[src/rtl/sync_fifo_pkg.sv]
// sync_fifo_pkg: shared constants and sizing helpers for sync_fifo_flex
// Contents: FIFO_MODE_REG / FIFO_MODE_FWFT read-mode selectors,
// addr_width / ptr_width sizing helpers, is_pow2 depth check.
package sync_fifo_pkg;
    localparam int FIFO_MODE_REG  = 0;
    localparam int FIFO_MODE_FWFT = 1;

    function automatic int addr_width(input int depth);
        return $clog2(depth);
    endfunction

    // One extra wrap bit distinguishes full from empty
    function automatic int ptr_width(input int depth);
        return $clog2(depth) + 1;
    endfunction

    function automatic bit is_pow2(input int depth);
        return depth >= 2 && (depth & (depth - 1)) == 0;
    endfunction
endpackage

[src/rtl/fifo_ram.sv]
// fifo_ram: DATA_WIDTH x DEPTH simple dual-port RAM, sync write, async read, no reset
// Ports: clk, we/waddr/wdata write port, raddr/rdata combinational read port.
module fifo_ram #(
    parameter int DATA_WIDTH = 8,
    parameter int DEPTH      = 16,
    parameter int AW         = $clog2(DEPTH)
) (
    input  logic                  clk,
    input  logic                  we,
    input  logic [AW-1:0]         waddr,
    input  logic [DATA_WIDTH-1:0] wdata,
    input  logic [AW-1:0]         raddr,
    output logic [DATA_WIDTH-1:0] rdata
);
    logic [DATA_WIDTH-1:0] mem [DEPTH];

    always_ff @(posedge clk)
        if (we) mem[waddr] <= wdata;

    assign rdata = mem[raddr];
endmodule

[src/rtl/sync_fifo_flex.sv]
// sync_fifo_flex: single-clock FIFO with thresholds, selectable FWFT and optional error flags
// Ports: clk, rst (sync, active-high); write side wr_data/wr_en/full/almost_full;
// read side rd_en/rd_data/rd_valid/empty/almost_empty; count (0..DEPTH).
// Macro FIFO_ERR_FLAGS_EN adds sticky overflow/underflow outputs.
module sync_fifo_flex
    import sync_fifo_pkg::*;
#(
    parameter int DATA_WIDTH    = 8,
    parameter int DEPTH         = 16,
    parameter int AFULL_THRESH  = DEPTH - 2,
    parameter int AEMPTY_THRESH = 2,
    parameter int FWFT          = FIFO_MODE_REG
) (
    input  logic                        clk,
    input  logic                        rst,
    input  logic [DATA_WIDTH-1:0]       wr_data,
    input  logic                        wr_en,
    output logic                        full,
    output logic                        almost_full,
    input  logic                        rd_en,
    output logic [DATA_WIDTH-1:0]       rd_data,
    output logic                        rd_valid,
    output logic                        empty,
    output logic                        almost_empty,
    output logic [ptr_width(DEPTH)-1:0] count
`ifdef FIFO_ERR_FLAGS_EN
    ,
    output logic                        overflow,
    output logic                        underflow
`endif
);
    localparam int PW = ptr_width(DEPTH);
    localparam int AW = addr_width(DEPTH);

    if (!is_pow2(DEPTH) || AFULL_THRESH < 1 || AFULL_THRESH > DEPTH ||
        AEMPTY_THRESH < 0 || AEMPTY_THRESH > DEPTH - 1 ||
        (FWFT != FIFO_MODE_REG && FWFT != FIFO_MODE_FWFT)) begin : g_bad_cfg
        $error("sync_fifo_flex: invalid DEPTH, threshold or FWFT parameter");
    end

    logic [PW-1:0]         wr_ptr, rd_ptr;
    logic [DATA_WIDTH-1:0] head;
    logic                  rd_acc, wr_acc;

    assign empty        = wr_ptr == rd_ptr;
    assign full         = (wr_ptr[PW-1] != rd_ptr[PW-1]) && (wr_ptr[AW-1:0] == rd_ptr[AW-1:0]);
    assign count        = wr_ptr - rd_ptr;
    assign almost_full  = count >= PW'(AFULL_THRESH);
    assign almost_empty = count <= PW'(AEMPTY_THRESH);
    assign rd_acc       = rd_en && !empty;
    // A read in the same cycle frees the slot the write lands in
    assign wr_acc       = wr_en && (!full || rd_acc);

    always_ff @(posedge clk)
        if (rst) begin
            wr_ptr <= '0;
            rd_ptr <= '0;
        end else begin
            if (wr_acc) wr_ptr <= wr_ptr + 1'b1;
            if (rd_acc) rd_ptr <= rd_ptr + 1'b1;
        end

    // Async read sees the old head even when a full-FIFO write targets the same slot
    fifo_ram #(.DATA_WIDTH(DATA_WIDTH), .DEPTH(DEPTH), .AW(AW)) u_ram (
        .clk   (clk),
        .we    (wr_acc),
        .waddr (wr_ptr[AW-1:0]),
        .wdata (wr_data),
        .raddr (rd_ptr[AW-1:0]),
        .rdata (head)
    );

    if (FWFT == FIFO_MODE_FWFT) begin : g_fwft
        assign rd_data  = head;
        assign rd_valid = !empty;
    end else begin : g_reg
        always_ff @(posedge clk)
            if (rst) begin
                rd_data  <= '0;
                rd_valid <= 1'b0;
            end else begin
                rd_valid <= rd_acc;
                if (rd_acc) rd_data <= head;
            end
    end

`ifdef FIFO_ERR_FLAGS_EN
    always_ff @(posedge clk)
        if (rst) begin
            overflow  <= 1'b0;
            underflow <= 1'b0;
        end else begin
            if (wr_en && !wr_acc) overflow <= 1'b1;
            if (rd_en && empty) underflow <= 1'b1;
        end
`endif
endmodule

[config.mk]
export PLATFORM = sky130hd
export DESIGN_NAME = sync_fifo_flex
export DESIGN_NICKNAME = d
export VERILOG_FILES = /design/src/rtl/sync_fifo_pkg.sv /design/src/rtl/fifo_ram.sv /design/src/rtl/sync_fifo_flex.sv
export SDC_FILE = /design/constraint.sdc
export NUM_CORES = 1
export LEC_CHECK = 0
export BUFFER_PORTS_ARGS = -buffer_cell sky130_fd_sc_hd__buf_2
export CAP_MARGIN = 25
export CORE_ASPECT_RATIO = 0.7
export CORE_MARGIN = 2
export CORE_UTILIZATION = 39
export DETAILED_ROUTE_END_ITERATION = 10
export GPL_ROUTABILITY_DRIVEN = 0
export PLACE_DENSITY_LB_ADDON = 0.05
export RECOVER_POWER = 25
export SLEW_MARGIN = 30
export SYNTH_ARGS = -nofsm -noshare
export SYNTH_HDL_FRONTEND = slang
export SYNTH_HIERARCHICAL = 1
export SYNTH_SLANG_ARGS = --single-unit
export TNS_END_PERCENT = 5
[constraint.sdc]
create_clock -name clk -period 6.5 [get_ports clk]
set_input_delay 1.3 -clock clk [delete_from_list [all_inputs] [get_ports clk]]
set_output_delay 1.3 -clock clk [all_outputs]
set_load 0.01 [all_outputs]
==> impl_results.md, run 1 <==
* Skew-Pair Late Insertion Delay at 0.41 ns
* Slowest stage cell on the critical path: buf_4
* Antenna violations before repair at 0
* Family with the most delay on the worst path: buffers and inverters
* CTS Root Cell: clkbuf_16
* Setup violations, final at 0
* Register area at approximately 0.0042 mm2
* Hold buffer count at CTS at 0
* Critical path endpoint category: output port
* Worst setup path start: rd_ptr[0]
* Max clock buf depth at 2
* Dpl cell area at roughly 0.0063 mm2
* Largest net degree at the start of global routing at 37
* RSZ-0062 raised after global routing: no
* Vias in the first global route at about 3000
* Ratio of cells with drive above 1 in the final layout at between 20% and 30%
* Routed wire length at between 10000 and 15000 um
* Final Skew at around 0.0085 ns
* Placed Instances at 534
* Hold Path Stages at 2
* Post-route total power at roughly 2.3 mW
* WP data arrival at ~3.0 ns
* DR vias at a little over 3000
* Commonest non-fill, non-tap cell in the layout: edfxtp_1
* Diodes inserted at 0
* ANT nets after route at 0
* Routed WL per cell at about 23 um
* Mean Syn Cell Area at 18.6 um2
* TritonCTS clock tree: done
* Fmax achieved at approximately 230 MHz
* Max-slew violation count at 0
* Worst hold path startpoint: rd_data[0]
* Crit path launch type: flip-flop
* Num rows at 37
* Initial core utilization at 40.2%
* # clock sinks at roughly 150
* I/O Buffers at 29
* Post-Place Setup Slack at 2.59 ns
* Die Area at between 0.015 and 0.02 mm2
* Crit path buffers/inverters at 3
* Worst Hold Path EP: rd_data[0]
* Maxcap violations at 0
* Worst hold slack at 0.491 ns
* Tightest Pin Transition at around 1.0 ns
* Most frequent cells in the layout: 128 x edfxtp_1, 24 x nor2_1, 22 x buf_2, 18 x dfxtp_1, 18 x mux4_2
* Worst-path clk slew at ~0.06 ns
* Setup_tns at 0 ns
* Total CTS buffers at 17
* Syn_nets at about 340
* Post-CTS sizing at 0
* R2R depth at 8
* Critical path depth at 9
* Post-synthesis register bit count at 147
* Drt first pass iters at 4
* Grt total ovfl at 0
* Crit path cell chain: buf_4 > ha_1 > inv_1 > fa_1 > a21o_1 > a21oi_1 > xnor2_1 > a2111oi_2 > buf_2
* DIE WIDTH at between 150 and 200 um
* Worst Path Required at roughly 5.2 ns
* Filler cells at roughly 1300
* Core footprint at between 0.01 and 0.015 mm2
* Flop2flop setup slack at a little over 3 ns
* Tcrit/Tclk final at between 60 and 70%
* Final nets at 377
* First-pass GRT wire length at 19200 um
* Setup ws final at between 2 and 2.5 ns
* Critical path peak fanout at 36
* Critical Setup Path Class: reg2out
* Peak VDD IR at roughly 0.18 mV
* Design area at just under 0.007 mm2
* Synth Cell Area at approximately 0.0060 mm2
* # Post-CTS Setup Buffers at 0
* Detail Placement HPWL at between 7000 and 8000 um
* Largest stage delay, worst path at around 0.53 ns
* Post-route insts no fill at between 500 and 600
* Reg2reg start: rd_ptr[1]
* Status: completed
* Max-slew headroom at around a third
* Total GRT Usage at between 15 and 20%
* Drt first-iter violations at between 200 and 250
* IO Pins at 30
* Synth warnings at 6
* Synth cell types at 42
* Final Core Density at approximately 46%
* Hold Fails Final Rpt at 0
* Critical R2R Capture: u_ram/mem[1][1]
* Via density per instance at roughly 5.4
* Htree depth at 4
* Register area share after synthesis at between 70% and 80%
* P&R area growth vs syn at 14.4%
* DRC errors left at 0
* P per Cell Area at 332 mW/mm2
* Multi-input logic area at between 0.0015 and 0.002 mm2
* Leakage Power at roughly 2.3 nW
* Hold WC Path Type: reg2reg
* Final Critical Period at 4.30 ns
* Die Y at roughly 110 um
* Mapped Cells at between 300 and 400
logic make-up (layout without fill, tap and decap cells):
group	count (synthesis)	count (layout)	share of synthesized area, %
XOR/XNOR	10	10	1.72
buffers and inverters	20	70	2.14
AND/OR/NAND/NOR	61	61	4.81
adder cells (fa/ha/maj)	7	7	1.60
multiplexers	42	42	14.7
AO/OA/AOI/OAI	33	33	4.22
flip-flops	147	147	70.9
per-layer routing:
metal | part of all wire, % | track usage [%]
met4 | 0.64 | 5.22
met5 | 0 | 0
met2 | 44 | 23.5
met1 | 51 | 26.7
met3 | 5.0 | 4.03
synthesized netlist by cell type, drive strengths merged:
cell type,instances,area share [%]
ha,6,1.3
a22oi,16,2.0
nand3,4,0.34
and2b,1,0.13
nor2,31,2.0
o21ai,5,0.48
nand2b,2,0.21
nand2,9,0.57
nor3,4,0.34
dfxtp,19,6.4
mux4,32,13
xnor2,5,0.86
clkdlybuf4s25,3,0.50
xor2,5,0.86
buf,9,1.1
nor2b,1,0.11
clkbuf,1,0.063
nand3b,2,0.25
o211ai,1,0.13
and4,1,0.15
edfxtp,128,64
inv,7,0.44
a21oi,4,0.34
and2,1,0.11
a31o,1,0.15
a31oi,1,0.11
o31ai,1,0.36
or3,3,0.31
mux2i,10,1.7
a21o,2,0.25
fa,1,0.34
o311ai,1,0.15
or3b,1,0.15
nand4,1,0.21
a2111oi,1,0.25
state kept, by name, summed over array words and instances (netlist names):
name / cells
wr_ptr: 5
rd_valid: 1
u_ram/mem: 128
rd_ptr: 5
rd_data: 8
worst max-delay path by stage:
stage | to | slack (ns)
4_1_cts | almost_empty | 2.15
2_1_floorplan | almost_empty | 3.27
3_3_place_gp | almost_empty | 2.70
6_report | almost_empty | 2.20
5_1_grt | almost_empty | 1.96
3_5_place_dp | almost_empty | 2.59
where the power goes:
group          switching (mW)  internal [mW]  total, mW
Sequential             0.0122           1.05       1.06
Combinational           0.188          0.154      0.342
Clock                   0.377          0.486      0.863
worst min-delay path, stage by stage, from the launching register on:
cell	delay, ns
dfxtp_1	0.32
mux2i_1	0.07
nor2_1	0.07
final cells by class:
class	instances	area share, %
Clock inverter	12	1.23
Tap cell	195	3.58
Timing Repair Buffer	32	2.33
Inverter	7	0.385
Sequential cell	147	62.0
Clock buffer	19	6.35
Multi-Input combinational cell	153	24.2
Power figures use the tool's default switching activity.
==> run 2: changes to the inputs <==
==> constraint.sdc (replaced) <==
create_clock -name clk -period 3.55 [get_ports clk]
set_input_delay 0.71 -clock clk [delete_from_list [all_inputs] [get_ports clk]]
set_output_delay 0.71 -clock clk [all_outputs]
set_load 0.01 [all_outputs]
==> impl_results.md, run 2 (synthesis gave the netlist of run 1 again) <==
* Reg2reg start: wr_ptr[0] (was rd_ptr[1])
* Critical path endpoint category: output port (unchanged)
* Post-route insts no fill at 575 (was 565)
* Tcrit/Tclk final at between 90% and 100%
* Num rows at 37 (unchanged)
* Worst path most repeated cell: inv_1
* Peak VDD IR at 0.292 mV (was 0.181 mV)
* Ratio of cells with drive above 1 in the final layout at 24.7% (was 24.3%)
* Critical path peak fanout at 10 (was 36)
* Final nets at 386 (was 377)
* Die Area at 0.0163 mm2 (unchanged)
* Post-Place Setup Slack at 0.772 ns (was 2.59 ns)
* Worst-path clk slew at 0.07 ns (was 0.06 ns)
* Drt first-iter violations at 204 (was 247)
* Max clock buf depth at 2 (unchanged)
* Post-CTS sizing at 0 (unchanged)
* Final Core Density at 46.9% (was 46.0%)
* First-pass GRT wire length at 18900 um (was 19200 um)
* TritonCTS clock tree: done (unchanged)
* Total GRT Usage at 16.8% (was 17.1%)
* Antenna violations before repair at 0 (unchanged)
* Status: completed (unchanged)
* Vias in the first global route at 2976 (was 2993)
* Grt total ovfl at 0 (unchanged)
* Setup violations, final at 0 (unchanged)
* Routed wire length at 12700 um (was 13000 um)
* Largest net degree at the start of global routing at 36 (was 37)
* Via density per instance at 5.26 (was 5.40)
* ANT nets after route at 0 (unchanged)
* R2R depth at 7 (was 8)
* P&R area growth vs syn at 16.5% (was 14.4%)
* P per Cell Area at 630 mW/mm2 (was 332 mW/mm2)
* Hold Fails Final Rpt at 0 (unchanged)
* Diodes inserted at 0 (unchanged)
* DRC errors left at 0 (unchanged)
* # clock sinks at 147 (unchanged)
* Hold buffer count at CTS at 0 (unchanged)
* Routed WL per cell at 22.1 um (was 23.1 um)
* Critical R2R Capture: u_ram/mem[14][2] (was u_ram/mem[1][1])
* Setup ws final at 0.341 ns (was 2.20 ns)
* Worst hold slack at 0.492 ns (was 0.491 ns)
* Flop2flop setup slack at 0.78 ns (was 3.06 ns)
* Worst setup path start: wr_ptr[0] (was rd_ptr[0])
* Crit path cell chain: inv_1 > ha_1 > inv_1 > fa_1 > a21o_1 > a21oi_1 > xnor2_1 > a2111oi_2 > buf_2 (was buf_4 > ha_1 > inv_1 > fa_1 > a21o_1 > a21oi_1 > xnor2_1 > a2111oi_2 > buf_2)
* Register area at 0.00423 mm2 (unchanged)
* Tightest Pin Transition at 0.985 ns (was 1.01 ns)
* IO Pins at 30 (unchanged)
* Hold WC Path Type: reg2reg (unchanged)
* Critical path depth at 9 (unchanged)
* Die Y at 107 um (unchanged)
* RSZ-0062 raised after global routing: no (unchanged)
* DR vias at 3026 (was 3051)
* Leakage Power at 2.37 nW (was 2.27 nW)
* Setup_tns at 0 ns (unchanged)
* Final Skew at 0.0139 ns (was 0.00847 ns)
* Final Critical Period at between 3 and 4 ns
* CTS Root Cell: clkbuf_16 (unchanged)
* WP data arrival at 2.50 ns (was 3.00 ns)
* Most frequent cells in the layout: 128 x edfxtp_1, 29 x nor2_1, 23 x buf_2, 20 x clkbuf_16 (was 128 x edfxtp_1, 24 x nor2_1, 22 x buf_2, 18 x dfxtp_1, 18 x mux4_2)
* Worst Path Required at 2.84 ns (was 5.20 ns)
* DIE WIDTH at 152 um (unchanged)
* Detail Placement HPWL at 8020 um (was 7890 um)
* Crit path buffers/inverters at 3 (unchanged)
* Filler cells at 1268 (was 1303)
* Largest stage delay, worst path at 0.40 ns (was 0.53 ns)
* Fmax achieved at 312 MHz
* # Post-CTS Setup Buffers at 0 (unchanged)
* Crit path launch type: flip-flop (unchanged)
* Post-route total power at 4.37 mW (was 2.27 mW)
* Critical Setup Path Class: reg2out (unchanged)
* Max-slew violation count at 0 (unchanged)
* Core footprint at 0.0148 mm2 (unchanged)
* Placed Instances at 543 (was 534)
* Max reg flops at 128 (unchanged)
* Worst setup path end: almost_empty (unchanged)
* I/O Buffers at 29 (unchanged)
* Dpl cell area at 0.00634 mm2 (was 0.00629 mm2)
* Maxcap violations at 0 (unchanged)
* Skew-Pair Late Insertion Delay at 0.41 ns (about the same)
* Initial core utilization at 40.2% (unchanged)
* Biggest regs: u_ram/mem: 128 flops, rd_data: 8 flops (unchanged)
* Slowest stage cell on the critical path: fa_1 (was buf_4)
* Commonest non-fill, non-tap cell in the layout: edfxtp_1 (unchanged)
* Max-slew headroom at 34.1% (was 32.5%)
* Multi-input logic area at 0.00161 mm2 (was 0.00165 mm2)
* Family with the most delay on the worst path: compound AO/OA/AOI/OAI gates (was buffers and inverters)
* Htree depth at 4 (unchanged)
* Design area at 0.00695 mm2 (was 0.00682 mm2)
* Total CTS buffers at 17 (unchanged)
* Top reg by flops: u_ram/mem (unchanged)
* Drt first pass iters at 6 (was 4)
-- run 2: changes by cell type in the layout (fill, tap and decap cells not counted), sizes merged --
cell      delta
clkbuf       +3
clkinv       -1
inv          +1
bufinv       +1
clkinvlp     -4
buf         +10
-- run 2: worst min path at each step --
stage,startpoint,endpoint,slack (ns),depth (start not counted)
after floorplan,rd_ptr[3],rd_ptr[3],0.50,2
after global placement,rd_data[6],rd_data[6],0.47,2
after detailed placement,rd_data[1],rd_data[1],0.49,2
after CTS,rd_data[1],rd_data[1],0.50,2
after global routing,rd_data[6],rd_data[6],0.54,2
final,rd_data[1],rd_data[1],0.49,2
-- run 2: final cells by class --
cell class                 instances  area share [%]
sequential                       147            60.8
multi-input combinational        153            23.2
clock buffer                      23            7.51
tap                              195            3.51
timing repair buffer              41            3.28
clock inverter                     9            1.26
inverter                           7           0.378
-- run 2: metal layers --
layer  wire [um]  global-route usage [%]  vias to the layer above
li1            -                       -                     1385
met1        6600                    26.1                     1596
met2        5760                    23.7                       43
met3         325                    3.56                        2
met4          44                    4.76                        0
met5           0                       0                        -
-- run 2: worst reg2reg max path, stage by stage (launching register included) --
cell     delay [ns]
dfxtp_1        0.50
inv_1          0.12
ha_1           0.34
nand4_2        0.21
o31ai_4        0.14
inv_1          0.12
nand3_1        0.15
nor2_1         0.80
-- run 2: where the power goes --
part	switching, mW	internal [mW]
sequential	0.0210	1.92
combinational	0.348	0.287
clock	0.680	1.12
==> run 3: changes to the inputs <==
--- a/config.mk
+++ b/config.mk
@@ -5,12 +5,12 @@
 export SDC_FILE = /design/constraint.sdc
 export NUM_CORES = 1
 export LEC_CHECK = 0
-export BUFFER_PORTS_ARGS = -buffer_cell sky130_fd_sc_hd__buf_2
 export CAP_MARGIN = 25
 export CORE_ASPECT_RATIO = 0.7
 export CORE_MARGIN = 2
 export CORE_UTILIZATION = 39
 export DETAILED_ROUTE_END_ITERATION = 10
+export DONT_BUFFER_PORTS = 1
 export GPL_ROUTABILITY_DRIVEN = 0
 export PLACE_DENSITY_LB_ADDON = 0.05
 export RECOVER_POWER = 25
==> impl_results.md, run 3 (synthesis gave the netlist of run 1 again) <==
* Worst Path Required at 2.84 ns (about the same)
* Htree depth at 4 (unchanged)
* Commonest non-fill, non-tap cell in the layout: edfxtp_1 (unchanged)
* DIE WIDTH at 152 um (unchanged)
* P per Cell Area at 629 mW/mm2 (was 630 mW/mm2)
* Final Skew at 0.0106 ns (was 0.0139 ns)
* RSZ-0062 raised after global routing: no (unchanged)
* Largest stage delay, worst path at 0.40 ns (about the same)
* Post-CTS sizing at 0 (unchanged)
* Crit path cell chain: inv_1 > ha_1 > inv_1 > fa_1 > a21o_1 > a21oi_1 > xnor2_1 > a2111oi_2 > buf_4 (was inv_1 > ha_1 > inv_1 > fa_1 > a21o_1 > a21oi_1 > xnor2_1 > a2111oi_2 > buf_2)
* I/O Buffers at 0 (was 29)
* Hold Fails Final Rpt at 0 (unchanged)
* Max reg flops at 128 (unchanged)
* Maxcap violations at 0 (unchanged)
* Peak VDD IR at 0.272 mV (was 0.292 mV)
* Critical R2R Capture: u_ram/mem[1][1] (was u_ram/mem[14][2])
* P&R area growth vs syn at 14.0% (was 16.5%)
* Worst setup path end: almost_empty (unchanged)
* Flop2flop setup slack at 0.78 ns (about the same)
* Placed Instances at 515 (was 543)
* Critical Setup Path Class: reg2out (unchanged)
* Initial core utilization at 40.2% (unchanged)
* Antenna violations before repair at 0 (unchanged)
* Routed WL per cell at 23.7 um (was 22.1 um)
* Critical path peak fanout at 10 (unchanged)
* Worst setup path start: wr_ptr[0] (unchanged)
* # clock sinks at 147 (unchanged)
* R2R depth at 8 (was 7)
* Biggest regs: u_ram/mem: 128 flops, rd_data: 8 flops (unchanged)
* TritonCTS clock tree: done (unchanged)
* Skew-Pair Late Insertion Delay at 0.41 ns (about the same)
* GR Util met1 at 26.6% (was 26.1%)
* Die Area at 0.0163 mm2 (unchanged)
* # Post-CTS Setup Buffers at 0 (unchanged)
* Fmax achieved at 306 MHz (was 312 MHz)
* Total GRT Usage at 17.1% (was 16.8%)
* Vias in the first global route at 2932 (was 2976)
* WP data arrival at 2.56 ns (was 2.50 ns)
* Core footprint at 0.0148 mm2 (unchanged)
* Final nets at 358 (was 386)
* Top reg by flops: u_ram/mem (unchanged)
* Drt first-iter violations at 217 (was 204)
* Reg2reg start: wr_ptr[0] (unchanged)
* Slowest stage cell on the critical path: fa_1 (unchanged)
* Final Critical Period at 3.27 ns (was 3.21 ns)
* Setup violations, final at 0 (unchanged)
* Tightest Pin Transition at 0.931 ns (was 0.985 ns)
* Crit path launch type: flip-flop (unchanged)
* Diodes inserted at 0 (unchanged)
* Busiest grt layer: met1 (unchanged)
* Max-slew headroom at 37.7% (was 34.1%)
* Routed wire length at 12900 um (was 12700 um)
* Die Y at 107 um (unchanged)
* Hold buffer count at CTS at 0 (unchanged)
* IO Pins at 30 (unchanged)
* DRC errors left at 0 (unchanged)
* Detail Placement HPWL at 8020 um (about the same)
* Largest net degree at the start of global routing at 36 (unchanged)
* Grt total ovfl at 0 (unchanged)
* Tcrit/Tclk final at 92.1% (was 90.4%)
* Leakage Power at 2.25 nW (was 2.37 nW)
* Max clock buf depth at 2 (unchanged)
* First-pass GRT wire length at 19300 um (was 18900 um)
* Via density per instance at 5.48 (was 5.26)
* Post-route insts no fill at 547 (was 575)
* CTS Root Cell: clkbuf_16 (unchanged)
* Ratio of cells with drive above 1 in the final layout at 20.5% (was 24.7%)
* GR Util met2 at 23.5% (was 23.7%)
* Total CTS buffers at 17 (unchanged)
* ANT nets after route at 0 (unchanged)
* Status: completed (unchanged)
* Worst-path clk slew at 0.06 ns (was 0.07 ns)
* Setup_tns at 0 ns (unchanged)
* Worst path most repeated cell: inv_1 (unchanged)
* Drt first pass iters at 4 (was 6)
* Max-slew violation count at 0 (unchanged)
* Most frequent cells in the layout: 128 x edfxtp_1, 28 x nor2_1, 19 x clkbuf_16, 18 x dfxtp_1, 18 x mux4_2 (was 128 x edfxtp_1, 29 x nor2_1, 23 x buf_2, 20 x clkbuf_16)
* Num rows at 37 (unchanged)
* Critical path endpoint category: output port (unchanged)
* DR vias at 2996 (was 3026)
* GRT met3 Usage at 3.90% (was 3.56%)
* Hold WC Path Type: in2reg (was reg2reg)
-- run 3: cell count changes in the layout (fill, tap and decap cells not counted), moves of 2 or more --
cell,change
buf_2,-23
clkinv_4,-2
clkbuf_1,-5
inv_4,+2
inv_6,-2
-- run 3: metrics by stage --
step                      hold slack, ns  total power [mW]  setup WS (ns)  utilization [%]  area [um2]
final                              0.364              4.28          0.281             45.9        6790
after detailed placement           0.555              2.57          0.691             41.9        6210
after CTS                          0.344              4.32          0.248             45.9        6790
after global placement             0.536              2.57          0.748             41.9        6200
after global routing               0.340              4.43          0.122             45.9        6790
after floorplan                    0.504              2.44          0.827                -        5960
-- run 3: per-layer routing --
metal | vias up | share of wire (%)
met5 | - | 0
met4 | 0 | 0.77
met3 | 10 | 4.4
met2 | 78 | 43
met1 | 1571 | 52
li1 | 1337 | -
-- run 3: worst max-delay path: cells and delay by family (launching register included) --
kind	cells	cell delay (ns)
AO/OA/AOI/OAI	3	0.66
XOR/XNOR	1	0.18
adder cells (fa/ha/maj)	2	0.56
flip-flops	1	0.39
buffers and inverters	3	0.37
-- run 3: report_power, final --
part	switching, mW	total (mW)	internal, mW
registers	0.0335	1.96	1.92
clock network	0.673	1.76	1.08
logic	0.303	0.563	0.260
total	1.01	4.28	3.27
-- run 3: area by class of cell --
cell class,instances,area [um2]
clock buffers,24,514
clock inverters,8,70.1
fillers,1300,8020
inverters,7,26.3
multi-input cells,153,1620
flip-flops and latches,147,4230
well taps,195,244
repair buffers,13,97.6
-- run 3: worst min path at each step --
stage / from / to / slack [ns] / cells after the start
after global placement: rd_ptr[3] / rd_ptr[3] / 0.54 / 2
after global routing: rst / rd_ptr[3] / 0.34 / 1
after detailed placement: rd_data[0] / rd_data[0] / 0.56 / 2
after CTS: rst / rd_ptr[3] / 0.34 / 1
after floorplan: rd_ptr[3] / rd_ptr[3] / 0.50 / 2
final: rst / rd_ptr[3] / 0.36 / 1
